**config.mk**
```make
export PLATFORM = sky130hd
export DESIGN_NAME = reg_universal_ce
export DESIGN_NICKNAME = d
export VERILOG_FILES = /design/src/rtl/uproc_pkg.sv /design/src/rtl/reg_universal_next.sv /design/src/rtl/reg_universal_ce.sv
export SDC_FILE = /design/constraint.sdc
export NUM_CORES = 1
export LEC_CHECK = 0
export CORE_ASPECT_RATIO = 1.75
export CORE_MARGIN = 2
export CORE_UTILIZATION = 28
export CTS_CLUSTER_DIAMETER = 200
export DETAILED_ROUTE_END_ITERATION = 6
export DONT_BUFFER_PORTS = 1
export PLACE_DENSITY_LB_ADDON = 0.2
export SLEW_MARGIN = 30
export SYNTH_ARGS = -nofsm -noshare
export SYNTH_HDL_FRONTEND = slang
export SYNTH_SLANG_ARGS = --single-unit
```
**constraint.sdc**
```tcl
create_clock -name clk -period 3 [get_ports clk]
set_clock_uncertainty 0.15 [all_clocks]
set_input_delay 0.6 -clock clk [delete_from_list [all_inputs] [get_ports clk]]
set_output_delay 0.6 -clock clk [all_outputs]
set_load 0.05 [all_outputs]
```
**src/rtl/uproc_pkg.sv**
```systemverilog
// Shared definitions for the uProcessor datapath registers.
package uproc_pkg;

    localparam int REG_MODE_W = 3;

    // Operation select for the universal register.
    typedef enum logic [REG_MODE_W-1:0] {
        MODE_HOLD = 3'b000,
        MODE_LOAD = 3'b001,
        MODE_SHL  = 3'b010,
        MODE_SHR  = 3'b011,
        MODE_ROL  = 3'b100,
        MODE_ROR  = 3'b101,
        MODE_INC  = 3'b110,
        MODE_DEC  = 3'b111
    } reg_mode_t;

endpackage

```
**src/rtl/reg_universal_next.sv**
```systemverilog
// Combinational next-state logic of the universal register: given the
// current contents and the operation, produce the next contents and carry.
module reg_universal_next
    import uproc_pkg::*;
#(
    parameter int SIZE = 8
) (
    input  logic [SIZE-1:0]       q,
    input  logic                  cout,
    input  logic [SIZE-1:0]       d,
    input  logic                  sin,
    input  logic [REG_MODE_W-1:0] mode,
    output logic [SIZE-1:0]       q_n,
    output logic                  cout_n
);

    reg_mode_t mode_e;
    assign mode_e = reg_mode_t'(mode);

    // Select the operation; carry for INC/DEC comes from a SIZE+1-bit result.
    always_comb begin
        // NOTE: defaults first so every path assigns both outputs and no latch is inferred.
        q_n    = q;
        cout_n = cout;
        case (mode_e)
            MODE_HOLD: begin
                q_n    = q;
                cout_n = cout;
            end
            MODE_LOAD: begin
                q_n    = d;
                cout_n = 1'b0;
            end
            MODE_SHL: begin
                q_n    = {q[SIZE-2:0], sin};
                cout_n = q[SIZE-1];
            end
            MODE_SHR: begin
                q_n    = {sin, q[SIZE-1:1]};
                cout_n = q[0];
            end
            MODE_ROL: begin
                q_n    = {q[SIZE-2:0], q[SIZE-1]};
                cout_n = q[SIZE-1];
            end
            MODE_ROR: begin
                q_n    = {q[0], q[SIZE-1:1]};
                cout_n = q[0];
            end
            MODE_INC: {cout_n, q_n} = {1'b0, q} + (SIZE+1)'(1);
            MODE_DEC: {cout_n, q_n} = {1'b0, q} - (SIZE+1)'(1);
            default: begin
                q_n    = q;
                cout_n = cout;
            end
        endcase
    end

endmodule

```
**src/rtl/reg_universal_ce.sv**
```systemverilog
// Universal SIZE-bit datapath register: hold, load, shift, rotate,
// increment and decrement under a clock enable, with registered carry
// and zero flags. Serves as accumulator, shifter, PC or loop counter.
module reg_universal_ce
    import uproc_pkg::*;
#(
    parameter int              SIZE = 8,
    parameter logic [SIZE-1:0] SET  = '0
) (
    input  logic                  clk,
    input  logic                  Reset,
    input  logic                  CE,
    input  logic [REG_MODE_W-1:0] Mode,
    input  logic [SIZE-1:0]       D,
    input  logic                  SIn,
    output logic [SIZE-1:0]       Q,
    output logic                  Cout,
    output logic                  Zero
);

    logic [SIZE-1:0] q_q, q_d, q_n;
    logic            cout_q, cout_d, cout_n;
    logic            zero_q, zero_d;

    reg_universal_next #(.SIZE(SIZE)) u_next (
        .q      (q_q),
        .cout   (cout_q),
        .d      (D),
        .sin    (SIn),
        .mode   (Mode),
        .q_n    (q_n),
        .cout_n (cout_n)
    );

    // Clock enable gates the operation; Zero tracks the value being written.
    always_comb begin
        q_d    = q_q;
        cout_d = cout_q;
        zero_d = zero_q;
        if (CE) begin
            q_d    = q_n;
            cout_d = cout_n;
            zero_d = (q_n == '0);
        end
    end

    // State flops; synchronous reset takes priority over everything else.
    always_ff @(posedge clk) begin
        // NOTE: non-blocking assignments so all flops update from pre-edge values.
        if (Reset) begin
            q_q    <= SET;
            cout_q <= 1'b0;
            zero_q <= (SET == '0);
        end else begin
            q_q    <= q_d;
            cout_q <= cout_d;
            zero_q <= zero_d;
        end
    end

    assign Q    = q_q;
    assign Cout = cout_q;
    assign Zero = zero_q;

endmodule
```
== After elaboration in Yosys (flattened, before gate mapping) ==
Index checks and enable logic that the tools add are counted.

* Equal/unequal tests: 7
* Shift operators: 0
* Magnitude comparators: 0
* Reductions and logical operators: 5
* Muxes and demuxes: 2
* Div/mod/pow operators: 0
* Bitwise logic cells: 1
* $add $sub $neg: 2
* $mul: 0

{| class="wikitable"
|+ Operators with widths
! cell !! count
|-
| one-hot mux 8 bit (8 select lines) || 1
|-
| equality test 3 bit (second input constant) || 4
|-
| adder 8 x 1 -> 9 bit (second input constant) || 1
|-
| subtractor 8 x 1 -> 9 bit (second input constant) || 1
|-
| logical NOT 8 bit || 1
|-
| equality test 3 x 2 -> 1 bit (second input constant) || 2
|-
| one-hot mux 1 bit (5 select lines) || 1
|-
| OR reduction 2 bit || 2
|-
| equality test 3 x 1 -> 1 bit (second input constant) || 1
|-
| logical NOT 3 bit || 1
|-
| AND reduction 2 bit || 1
|-
| inverter 1 bit || 1
|}

* Output and inout bits: 10
* Memory bits (writable): 0
* Bits in latches: 0
* Bits in read-only memories: 0
* Input bits: 15
* Word-level logic and storage cells: 20
* Memories kept: 0
* Flip-flop bits (word level): 10

== Logic depth before layout (Yosys ltp) ==
Gate-level depths: netlist (run 1).

* Depth in word-level cells: 3
* Gate-level depth with buffers: 9
* Depth with buffers taken out: 8

== Modules after synthesis ==
Synthesis (run 1) repeated with hierarchy kept, for this count alone.

* Cells, all modules: 165
* Area, all modules: 1229.9 sq um

{| class="wikitable"
|+ Modules (own cells, without submodules)
! module !! area each (sq um) !! instances !! cells each !! sequential area each (sq um)
|-
| reg_universal_next || 848.3 || 1 || 131 || 0.0
|-
| reg_universal_ce || 381.6 || 1 || 34 || 200.2
|}

== Least setup slack after synthesis (run 1) ==
Ideal clock, no wire load.

* Path type: reg2reg
* Start point: register q_q[0], in the netlist Q[0]
* End point: register zero_q, in the netlist Zero
* Data required time: 2.766 ns
* Arrival time: 1.943 ns
* Library setup time: 0.084 ns
* Path buffers: 1
* Cell stages (with the launch flop): 10
* Clock period less this slack: 2.177 ns
* Slack: 0.823 ns
* Path through: dfxtp_1 > buf_6 > inv_1 > ha_1 > nor4bb_1 > a31oi_1 > xnor2_1 > o21ai_0 > nand4_1 > o31ai_2

* Word-level cells in the longest chain between the ends: 3
* Elaborated cells between the ends (all ways): 4
* Those cells by class: add/sub (2); mux (1); reduce/logical (1)

{| class="wikitable"
|+ RTL lines
! item !! RTL line !! source
|-
| start: declaration || reg_universal_ce.sv:21 || <nowiki>logic [SIZE-1:0] q_q, q_d, q_n;</nowiki>
|-
| start signal: assignment || reg_universal_ce.sv:55 || <nowiki>q_q <= q_d;</nowiki>
|-
| subtractor 8 x 1 -> 9 bit / adder 8 x 1 -> 9 bit (equally long branches) || reg_universal_next.sv:51, reg_universal_next.sv:50 ||
|-
| one-hot mux 8 bit (8 select lines) (*) || reg_universal_next.sv:25 || <nowiki>case (mode_e)</nowiki>
|-
| logical NOT 8 bit (*) || reg_universal_ce.sv:43 || <nowiki>zero_d = (q_n == '0);</nowiki>
|-
| end signal: assignment || reg_universal_ce.sv:53 || <nowiki>zero_q <= (SET == '0);</nowiki>
|-
| end signal: assignment || reg_universal_ce.sv:57 || <nowiki>zero_q <= zero_d;</nowiki>
|-
| end: declaration || reg_universal_ce.sv:23 || <nowiki>logic zero_q, zero_d;</nowiki>
|}

Mark *: on every way between the ends. The rest lies on a longest branch, timed or not.
A chain may end at the register's enable or synchronous reset.

== Worst setup path after layout (run 1) ==
Same ends and word-level chain as after synthesis.

==> impl_summary.md, run 1 <==
Outcome
The run finished with clean final reports.

Timing
The count of final max-slew check failures is 0. Setup repair after global routing left no endpoint under its margin. The worst path meets setup with 0.882 ns of slack. Setup violations remaining at the end of the flow were counted as 0.

The worst pin sits at a relative slew slack of a little under half. The final worst-path cycle share is 70.6%. After layout, the minimum clock period comes to 2.12 ns. The count of final hold-check violations is 0. The setup TNS is 0 ns. For the pin with the worst max-slew slack, the measured transition is 0.780 ns. For this run, the top clock speed supported by timing is 472 MHz.

Route
The number of nets with antenna violations after routing is 0. The count of TritonRoute iterations in the first routing pass is 4. For this block, the initial DRC count from the detailed router was 49. After detailed routing, the average wire length per cell comes to around 19 µm.

For this block, the via count after detailed routing is about 1100. After detailed routing, the total wire length is 3.45 mm. The average via count per standard cell is ~6.

The number of DRC violations after detailed routing is 0.

Synth
The number of instances in the synthesized netlist is 138. The proportion of register bits with asynchronous set or reset after synthesis is 0%. The top cell type by area accounts for between 15 and 20% of the synthesized area. After synthesis, flip-flops and latches occupy 18.5% of the total area. The commonest cells after synthesis are nor2_1, dfxtp_1, nand2_1.

The synthesized design spends more area on one cell type than any other, namely dfxtp_1. The average cell area after synthesis is around 8 µm². Among all flip-flop cells after synthesis, the most frequent one is dfxtp_1.

The number of warnings reported in the yosys synthesis log is 0. Ranked by total cell area, the synthesized netlist is headed by dfxtp_1, mux2i_1, nor2_1. The most used standard cell by instance count after synthesis is nor2_1. Synthesis inferred 10 register bits. After synthesis the cells add up to between 1000 and 1500 µm². The number of nets in the synthesized netlist is 155. The synthesized design contains 0 enable-type register cells. After synthesis, the netlist uses 56 different library cells.

Place
The final RePlAce weighted congestion is 0.892. The standard cell area after detailed placement is around 1100 µm². The post-detailed-placement half-perimeter wirelength is ~2.7 mm. The number of input and output port buffers inserted is 0.

Timing analysis after detailed placement gives a worst setup slack of 0.865 ns.

Worst setup path
The setup check on the worst reg-to-reg path leaves a slack of just under 0.9 ns. The worst register-to-register path begins at Q[0]$_SDFFE_PP0P_. The reg-to-reg endpoint is Zero$_SDFFE_PP1P_. The data arrival at the endpoint of the critical path is 2.13 ns. The number of cells on the worst reg-to-reg path is 8. The critical path in this run is classified as flip-flop to flip-flop.

The slowest stage of the critical path is the dfxtp_1 cell. Together, buffers and inverters on the worst path number 1. Walking the worst path, the cells encountered are inv_1 > ha_1 > mux2i_1 > xor2_1 > o21ai_0 > o21ai_1 > nand4_1 > o31ai_2. The stage delay of the slowest cell on the critical path is 0.47 ns. The kind of cell adding the most delay to the critical path is compound AO/OA/AOI/OAI gates. At the worst endpoint, the required time is 3.01 ns. STA classifies the critical path startpoint as a flip-flop. STA classifies the critical path endpoint as a flip-flop. The critical-path maximum fanout is 6.

Flow run
The tool flagged a number of max-cap violations equal to 0.

Floorplanning
The initial core utilization is 29.5%. The die is about 86 µm tall. The die area is 4390 µm². The top-level port count is 25. After floorplanning, the core was divided into 29 placement rows. The width of the chip is 50.9 µm. The region available for standard cell placement spans 3660 µm².

Worst hold path
The worst hold path belongs to the class primary input to flip-flop. The launch point of the worst hold path is Reset. The number of cells on the worst hold path is 1.

The worst hold path terminates at Q[3]$_SDFFE_PP0P_.

CTS
The number of hold buffers added after CTS was 0. The clock passes through at most 2 buffers. The number of gates resized after cts is 0. After clock tree synthesis, the clock-pin slew on the worst setup and hold paths is approximately 0.050 ns. The H-tree level count is 1. The number of buffers added for setup after CTS is 0. The number of clock sinks is 10. The latest clock arrival within the worst-skew pair is 0.24 ns. The clock root buffer is clkbuf_8. The TritonCTS buffer count is 3. TritonCTS built the clock tree.

Global routing
The via count of the first global-routing pass is 1022. The global-route usage over all layers is 16.4%. The number of antenna violations at the first check in global routing is 0. The first global-routing pass estimated 5.40 mm of wire. Global routing finished with a remaining overflow of 0. The maximum number of pins on one net before global-route repair is 28.

Finish
From synthesis to final layout, the design area changed by 7.18%. The repair_antennas step left the layout with diodes totalling 0. The finished cells cover around 1200 µm².

In the final layout, the share of cells above drive strength 1 is 17.0%. Measured on the finished design, the core utilization comes to between 30% and 40%. The number of nets in the layout is approximately 150.

Power and ir drop
The part of the total power dissipated in combinational logic is 32.0%. The part of the power in the clock network is 33.6%. The leakage dissipation is approximately 0.41 nW. Sequential cells account for ~34% of the total power. Total power for the finished layout comes to between 0.5 and 0.6 mW. The power density relative to cell area is 444 nW/µm². VDD sags by at most 186 µV.

The net switching component of the power is 0.186 mW. Cell internal power was estimated by the tool at between 0.3 and 0.4 mW. The net switching share of the total power is a little over a third.
-- per-layer routing --
metal | vias up | routed length [µm] | GRT usage, %
li1 | 518 | - | -
met1 | 527 | 1360 | 17.3
met2 | 34 | 1820 | 29.6
met3 | 9 | 158 | 2.79
met4 | 0 | 112 | 8.85
met5 | - | 0 | 0
-- how the worst max path moves through the flow --
| stage | from | endpoint | slack (ns) | cells after the start |
|---|---|---|---|---|
| detailed placement | Mode[2] | Zero$_SDFFE_PP1P_ | 0.86 | 6 |
| finish | Q[0]$_SDFFE_PP0P_ | Zero$_SDFFE_PP1P_ | 0.88 | 8 |
| floorplan | Q[0]$_SDFFE_PP0P_ | Zero$_SDFFE_PP1P_ | 0.82 | 9 |
| global route | Q[0]$_SDFFE_PP0P_ | Zero$_SDFFE_PP1P_ | 0.69 | 8 |
| global placement | Mode[2] | Zero$_SDFFE_PP1P_ | 0.82 | 6 |
| CTS | Q[0]$_SDFFE_PP0P_ | Zero$_SDFFE_PP1P_ | 0.89 | 8 |
-- placed cells by master, fill, tap and decap left out, drive strengths merged, types with 3 or more instances in the layout --
| cell | Yosys | final |
|---|---|---|
| o21ai | 7 | 7 |
| clkbuf | 4 | 4 |
| a32oi | 4 | 4 |
| nor2b | 3 | 3 |
| mux2i | 5 | 5 |
| nand2 | 8 | 8 |
| xor2 | 3 | 3 |
| a21oi | 3 | 3 |
| nor3 | 5 | 5 |
| a211oi | 5 | 5 |
| xnor2 | 3 | 3 |
| mux2 | 3 | 3 |
| a31oi | 5 | 5 |
| nand4 | 3 | 3 |
| inv | 5 | 5 |
| dfxtp | 10 | 10 |
| buf | 10 | 7 |
| nor2 | 13 | 13 |
| nand3 | 5 | 5 |
-- sequential cells by signal, indices dropped and copies added (netlist names) --
name and flops:
Zero 1, Q 8, Cout 1
-- cell type report --
type / count / area (µm²)
Fill cell: 407 / 2510
Multi-Input combinational cell: 109 / 773
Sequential cell: 10 / 200
Tap cell: 46 / 57.6
Clock buffer: 4 / 55.1
Timing Repair Buffer: 7 / 52.6
Inverter: 5 / 18.8
-- power groups by stage --
stage	clock network (mW)	registers, mW	logic [mW]
after global routing	0.182	0.179	0.178
after floorplan	0	0.190	0.130
after global placement	0	0.179	0.163
after CTS	0.176	0.176	0.164
final	0.173	0.176	0.164
after detailed placement	0	0.179	0.164
-- kinds of logic after synthesis --
logic type / synth area share [%]
buffers and inverters: 9.85
AOI/OAI and AO/OA: 28.6
xor gates and xnor gates: 5.56
and+or+nand+nor: 27.3
adders and majority gates: 2.32
DFF: 18.5
muxes: 7.76
-- metrics by stage --
step / hold slack (ns) / std cells
finish: 0.269 / 181
global route: 0.264 / 181
CTS: 0.264 / 181
detailed placement: 0.517 / 177
global placement: 0.509 / 177
floorplan: 0.615 / 138
(Power assumes the default switching activity.)
==> run 2, diff against run 1 <==
- clock period: 3 -> 1.84 ns (I/O delays scaled with it)
==> impl_summary.md, run 2 (synthesis gave the netlist of run 1 again) <==
Worst setup path
The data arrival at the endpoint of the critical path is roughly 1.8 ns. The timing startpoint of the critical path is Q[1]$_SDFFE_PP0P_. The startpoint of the worst-slack reg-to-reg timing path is Q[1]$_SDFFE_PP0P_.

In this run the worst path has a maximum fanout of 7. The critical path launch point type is a flip-flop. The type of element capturing the critical path is a flip-flop.

The data required time at the worst endpoint is 1.84 ns. The critical path in this run is classified as flip-flop to flip-flop.

CTS
The latest clock arrival within the worst-skew pair is 0.25 ns. The maximum count of clock buffers along a single path is 2. In this run the number of H-tree levels came out at 1. The clock edge transition at the registers on the reported setup and hold paths is 0.06 ns. The clock root buffer is clkbuf_8.

The number of clock sinks is 10. After clock tree synthesis, the flow added hold-fix buffers numbering 0. The CTS tree is yes. In this run, CTS created clock tree buffers numbering 3.

Timing
Setup repair after global routing could not meet its margin everywhere. The count of final max-slew check failures was 0. Setup violations remaining at the end of the flow were counted as 0. The count of final hold-check violations is 0. For this run, the top clock speed supported by timing is 553 MHz. The worst path in the final design needs a cycle of between 1.5 and 2 ns, including I/O delays and setup. The headroom to the max-slew limit is 65.6%. For the pin with the worst max-slew slack, the measured transition is 0.516 ns. The worst hold margin is 0.0273 ns.

The final worst-path cycle share is 98.3%.

Outcome
The flow ran to the end, and the final reports show no timing, DRC or antenna violations.

Route
The number of nets with antenna violations after routing is 0. Dividing the detail-routed wire length by the instance count gives 19.0 µm. The detailed-route via count is about 1200. The number of DRC violations after detailed routing is 0. After the first detailed-routing iteration, the DRC count stood at 38.

The first TritonRoute pass finished after 4 iterations. The average via count per standard cell is 6.03. The routed wire length is 3.72 mm.

Floorplanning
The region available for standard cell placement spans 3660 µm². The die is around 86 µm tall. 25 I/O pins were placed.

The die covers 4390 µm². The floorplan row count is 29. The die is 50.9 µm wide.

The initial utilization of the core area, before any placement, comes to 29.5%.

Worst hold path
The min-delay analysis places its worst path in the category primary input to flip-flop. The launch point of the worst hold path is Reset.

Global routing
The number of antenna violations at the first check in global routing was 0. In the global route stage, overall resource usage came out at 17.5%. The remaining global-route overflow is 0.

The via count of the first global-routing pass is 1171. The wire length of the first global-routing pass is 5.82 mm. The maximum number of pins on one net before global-route repair is 28.

Finish
The flip-flop count of the largest register after layout is 8. The share of the core filled with cells is between 30% and 40%. At the end of the flow, the number of nets in the layout was 168.

The finished layout holds 196 standard cells, fillers aside. Of the cells placed in the final design, the portion with a size suffix greater than 1 is ~40%. The leading cell type in the layout, fill and taps excluded is buf_4.

In the layout the commonest cells are buf_4, nor2_1, nand2_1, o21ai_0, nor3_1. Across the whole layout, storage elements account for around 220 µm². The post-route cell area is ~1400 µm². The number of diodes added for antenna fixing is 0. The synthesis-to-finish area growth is 26.0%.

Summing all multi-input logic gate instances after layout gives 853 µm². The filler cells instantiated in the layout total approximately 380.

Place
The congestion estimate from routability-driven global placement came to 0.869. In this run, placement finished with an instance count of approximately 190. During placement, the flow inserted port buffers numbering 0. The post-detailed-placement half-perimeter wirelength is 2.75 mm.

The placed instances occupy a cell area of 1230 µm².

Flow run
Across the run, the number of max-cap violations was 0.

Power and ir drop
Summed over all cells, the static leakage comes to 0.493 nW. For this design the ratio of total power to cell area is 662 nW/µm². The peak supply drop is around 320 µV.
run 2: final timing paths:
path,to,cells past startpoint,slack (ns)
worst min-delay path,Q[7]$_SDFFE_PP0P_,1,0.03
worst min register to register,Q[7]$_SDFFE_PP0P_,3,0.53
worst max-delay path,Zero$_SDFFE_PP1P_,6,0.03
worst max register to register,Zero$_SDFFE_PP1P_,6,0.03
run 2: area by class of cell:
| class | instances | share of cell area, % |
|---|---|---|
| Clock buffer | 4 | 3.31 |
| Inverter | 5 | 1.56 |
| Multi-Input combinational cell | 109 | 62.7 |
| Sequential cell | 10 | 16.0 |
| Tap cell | 46 | 4.23 |
| Timing Repair Buffer | 22 | 12.1 |
run 2: where the power goes:
part	internal, mW	total, mW	switching [mW]	leakage, nW
clock network	0.153	0.262	0.109	0.0228
logic	0.166	0.362	0.196	0.384
registers	0.234	0.276	0.0419	0.0858
total	0.553	0.901	0.347	0.493
run 2: per-layer routing:
metal,track usage [%],vias up,share of wire (%)
li1,-,557,-
met1,18.8,558,39
met2,29.6,50,50
met3,4.18,16,6.3
met4,11.3,0,4.6
met5,0,-,0
run 2: through the flow:
| step | worst slack (ns) | total power [mW] | TNS, ns |
|---|---|---|---|
| floorplan | -0.0369 | 0.526 | -0.0653 |
| global placement | -0.0228 | 0.600 | -0.0228 |
| detailed placement | -0.0352 | 0.599 | -0.0352 |
| CTS | 0.000559 | 0.859 | 0 |
| global route | -0.0622 | 0.937 | -0.141 |
| finish | 0.0322 | 0.901 | 0 |
run 2: what timing repair did:
item	CTS	global route
endpoints found under the hold margin	0	0
setup endpoints to repair	2	7
gates resized for setup	3	16
pin swaps	1	8
buffers inserted	0	1
run 2: worst max-delay path, cell delays in order, from the launching register on:
cell and delay [ns]:
dfxtp_4 0.37, or4b_4 0.57, o22ai_2 0.14, xnor2_1 0.15, nand3_2 0.12, nand4_1 0.13
o31ai_2 0.06
==> run 3, diff against run 2 <==
- CORE_ASPECT_RATIO: 1.75 -> not set
- CORE_UTILIZATION: 28 -> 55
==> impl_summary.md, run 3 (synthesis gave the netlist of run 1 again) <==
Global routing
The first global-routing pass estimated 5.39 mm of wire. Across every metal layer, demand over resource in global routing totals 29.0%. The total overflow left after global routing is 0. The via count of the first global-routing pass is 1120. The maximum number of pins on one net before global-route repair is 28. The number of antenna violations at the first check in global routing is 0.

Worst setup path
Data on the critical path arrives at its endpoint at 1.84 ns. The number of cells on the worst reg-to-reg path is 6. In this run the critical register-to-register path is launched from Q[0]$_SDFFE_PP0P_.

Along the worst path, the maximum fanout reaches 5. The reg-to-reg endpoint is Zero$_SDFFE_PP1P_. The critical setup path kind is flip-flop to flip-flop.

The register-to-register setup slack is 0.005 ns. Data on the critical path is required at its endpoint by 1.84 ns. The type of element capturing the critical path is a flip-flop.

The critical path launch point type is a flip-flop.

CTS
After clock tree synthesis, the clock-pin slew on the worst setup and hold paths is ~0.070 ns. The later pin in the worst-skew pair is clocked with a latency of 0.27 ns. TritonCTS built the clock tree.

Counting the buffers created by CTS gives 3. The H-tree level count is 1. The clock root buffer is clkbuf_4. For this design, the sink count on the clock tree is 10.

Counting along the longest clock path gives a buffer depth of 2.

Flow run
The max-cap violation count is 0.

Finish
The footprint of the multi-input gates is 833 µm². The sequential cells in the finished layout cover a total of 215 µm². The layout cell share with drive strength beyond 1 is 29.9%.

The number of nets in the layout is 165. The filler cell count is 147. The synthesis-to-finish area growth is 19.2%. The flip-flop count of the largest register after layout is 8. The post-route cell area is 1290 µm². Leaving out fill and tap cells, the most frequent cells in the layout are buf_4, nor2_1, nand2_1. For this run, the number of standard cells in the final layout without fillers is 174.

The library cell used most frequently in the layout, excluding fill and tap cells, is buf_4. The repair_antennas step left the layout with diodes totalling 0.

Timing
Static timing analysis puts the maximum clock frequency at approximately 550 MHz. The final worst-path cycle share is 99.7%. Setup repair after global routing could not meet its margin everywhere.

The final period demand of the worst path is 1.83 ns. The headroom to the max-slew limit is 65.0%. The worst-case setup margin in the final layout is 0.00537 ns.

The count of final hold-check violations was 0. Setup violations remaining at the end of the flow were counted as 0. The pin slew with the least headroom to its limit is ~0.52 ns.

The count of final max-slew check failures is 0. For the final routed database, the setup TNS stands at 0 ns.

Place
Timing analysis after detailed placement gives a worst setup slack of -0.0430 ns. Counting tap cells, the placed design contains a total of 166 instances. During placement, the flow inserted port buffers numbering 0. At the end of routability-driven placement, the weighted congestion stood at 0.905. In this run the cell area measured after placement is 1160 µm². The post-detailed-placement half-perimeter wirelength is 2.32 mm.

Outcome
The flow ran to the end, and the final reports show no timing, DRC or antenna violations.

Power and ir drop
The leakage dissipation is 0.475 nW. The power density relative to cell area is 640 nW/µm². The share of total power dissipated in the clock network is around 25%.

The part of the total power dissipated in combinational logic is 41.3%. Internal power comes to 0.507 mW. The net switching share of the total power is ~38%.

Registers are responsible for between 30% and 40% of the overall power. The net switching component of the power is 0.317 mW. The peak supply drop is about 530 µV.

Route
The number of design-rule violations left by the first detailed-router iteration is 40. The number of DRC violations after detailed routing is 0. The routed wire length is 3.39 mm.

The routed layout has 1194 vias. Using the TritonRoute via totals, the vias-per-cell ratio works out to 6.86. Once detail routing completed, the nets flagged for antenna violations numbered 0.

The average wire per cell in the routed design is 19.5 µm. The count of TritonRoute iterations in the first routing pass is 4.

Floorplanning
The top-level port count is 25. The floorplan row count is 16. The floorplan step defined a die boundary enclosing roughly 2300 µm².

The total area inside the core boundary comes to 1900 µm². The initial utilization of the core area, before any placement, comes to around 57%. In this run the horizontal extent of the chip is 48.3 µm. The overall die height is 48.3 µm.

Worst hold path
The number of cells on the worst hold path is 1. In this run the worst hold path is classified as primary input to flip-flop. The launch point of the worst hold path is Reset. The worst hold path terminates at Cout$_SDFFE_PP0P_.
[run 3: how the worst max path moves through the flow]
stage | startpoint | to | depth (start not counted)
final | Q[0]$_SDFFE_PP0P_ | Zero$_SDFFE_PP1P_ | 6
after CTS | Q[0]$_SDFFE_PP0P_ | Zero$_SDFFE_PP1P_ | 6
after floorplan | Q[0]$_SDFFE_PP0P_ | Q[5]$_SDFFE_PP0P_ | 6
after global placement | Mode[1] | Zero$_SDFFE_PP1P_ | 6
after detailed placement | Q[2]$_SDFFE_PP0P_ | Q[5]$_SDFFE_PP0P_ | 5
after global routing | Q[1]$_SDFFE_PP0P_ | Zero$_SDFFE_PP1P_ | 6
[run 3: layout make-up]
class / count / share of cell area [%]
clock buffer: 4 / 2.82
multi-input combinational: 109 / 64.7
inverter: 5 / 1.46
sequential: 10 / 16.7
tap: 27 / 2.62
timing repair buffer: 19 / 11.7
[run 3: timing repair]
item / in CTS / in global routing
resized for setup: 2 / 7
pin swaps: 1 / 5
hold endpoints to repair: 2 / 3
hold buffers: 2 / 1
setup buffers: 0 / 1
setup endpoints to repair: 2 / 6
[run 3: through the flow]
stage / hold slack [ns] / power, mW / utilization (%)
2_1_floorplan: 0.410 / 0.526 / -
3_3_place_gp: 0.278 / 0.575 / 60.9
3_5_place_dp: 0.280 / 0.578 / 60.9
4_1_cts: 0.00220 / 0.787 / 64.2
5_1_grt: 0.000980 / 0.862 / 67.7
6_report: 0.00651 / 0.824 / 67.7
[run 3: critical path, cell delays in order (launching register included)]
cell and delay [ns]:
dfxtp_4 0.37, or4b_4 0.58, o22ai_4 0.15, xnor2_2 0.14, nand3_2 0.14, nand4_1 0.13
o31ai_2 0.06
[run 3: metal layers]
metal | routed length, µm | GRT usage (%)
met5 | 0 | 0
met1 | 1390 | 37.1
met4 | 123 | 12.4
met3 | 308 | 6.17
met2 | 1560 | 47.2
[run 3: power groups by stage]
stage,clock network [mW],registers (mW),logic (mW)
2_1_floorplan,0,0.311,0.215
3_3_place_gp,0,0.279,0.295
3_5_place_dp,0,0.280,0.298
4_1_cts,0.205,0.275,0.306
5_1_grt,0.220,0.282,0.360
6_report,0.203,0.281,0.341
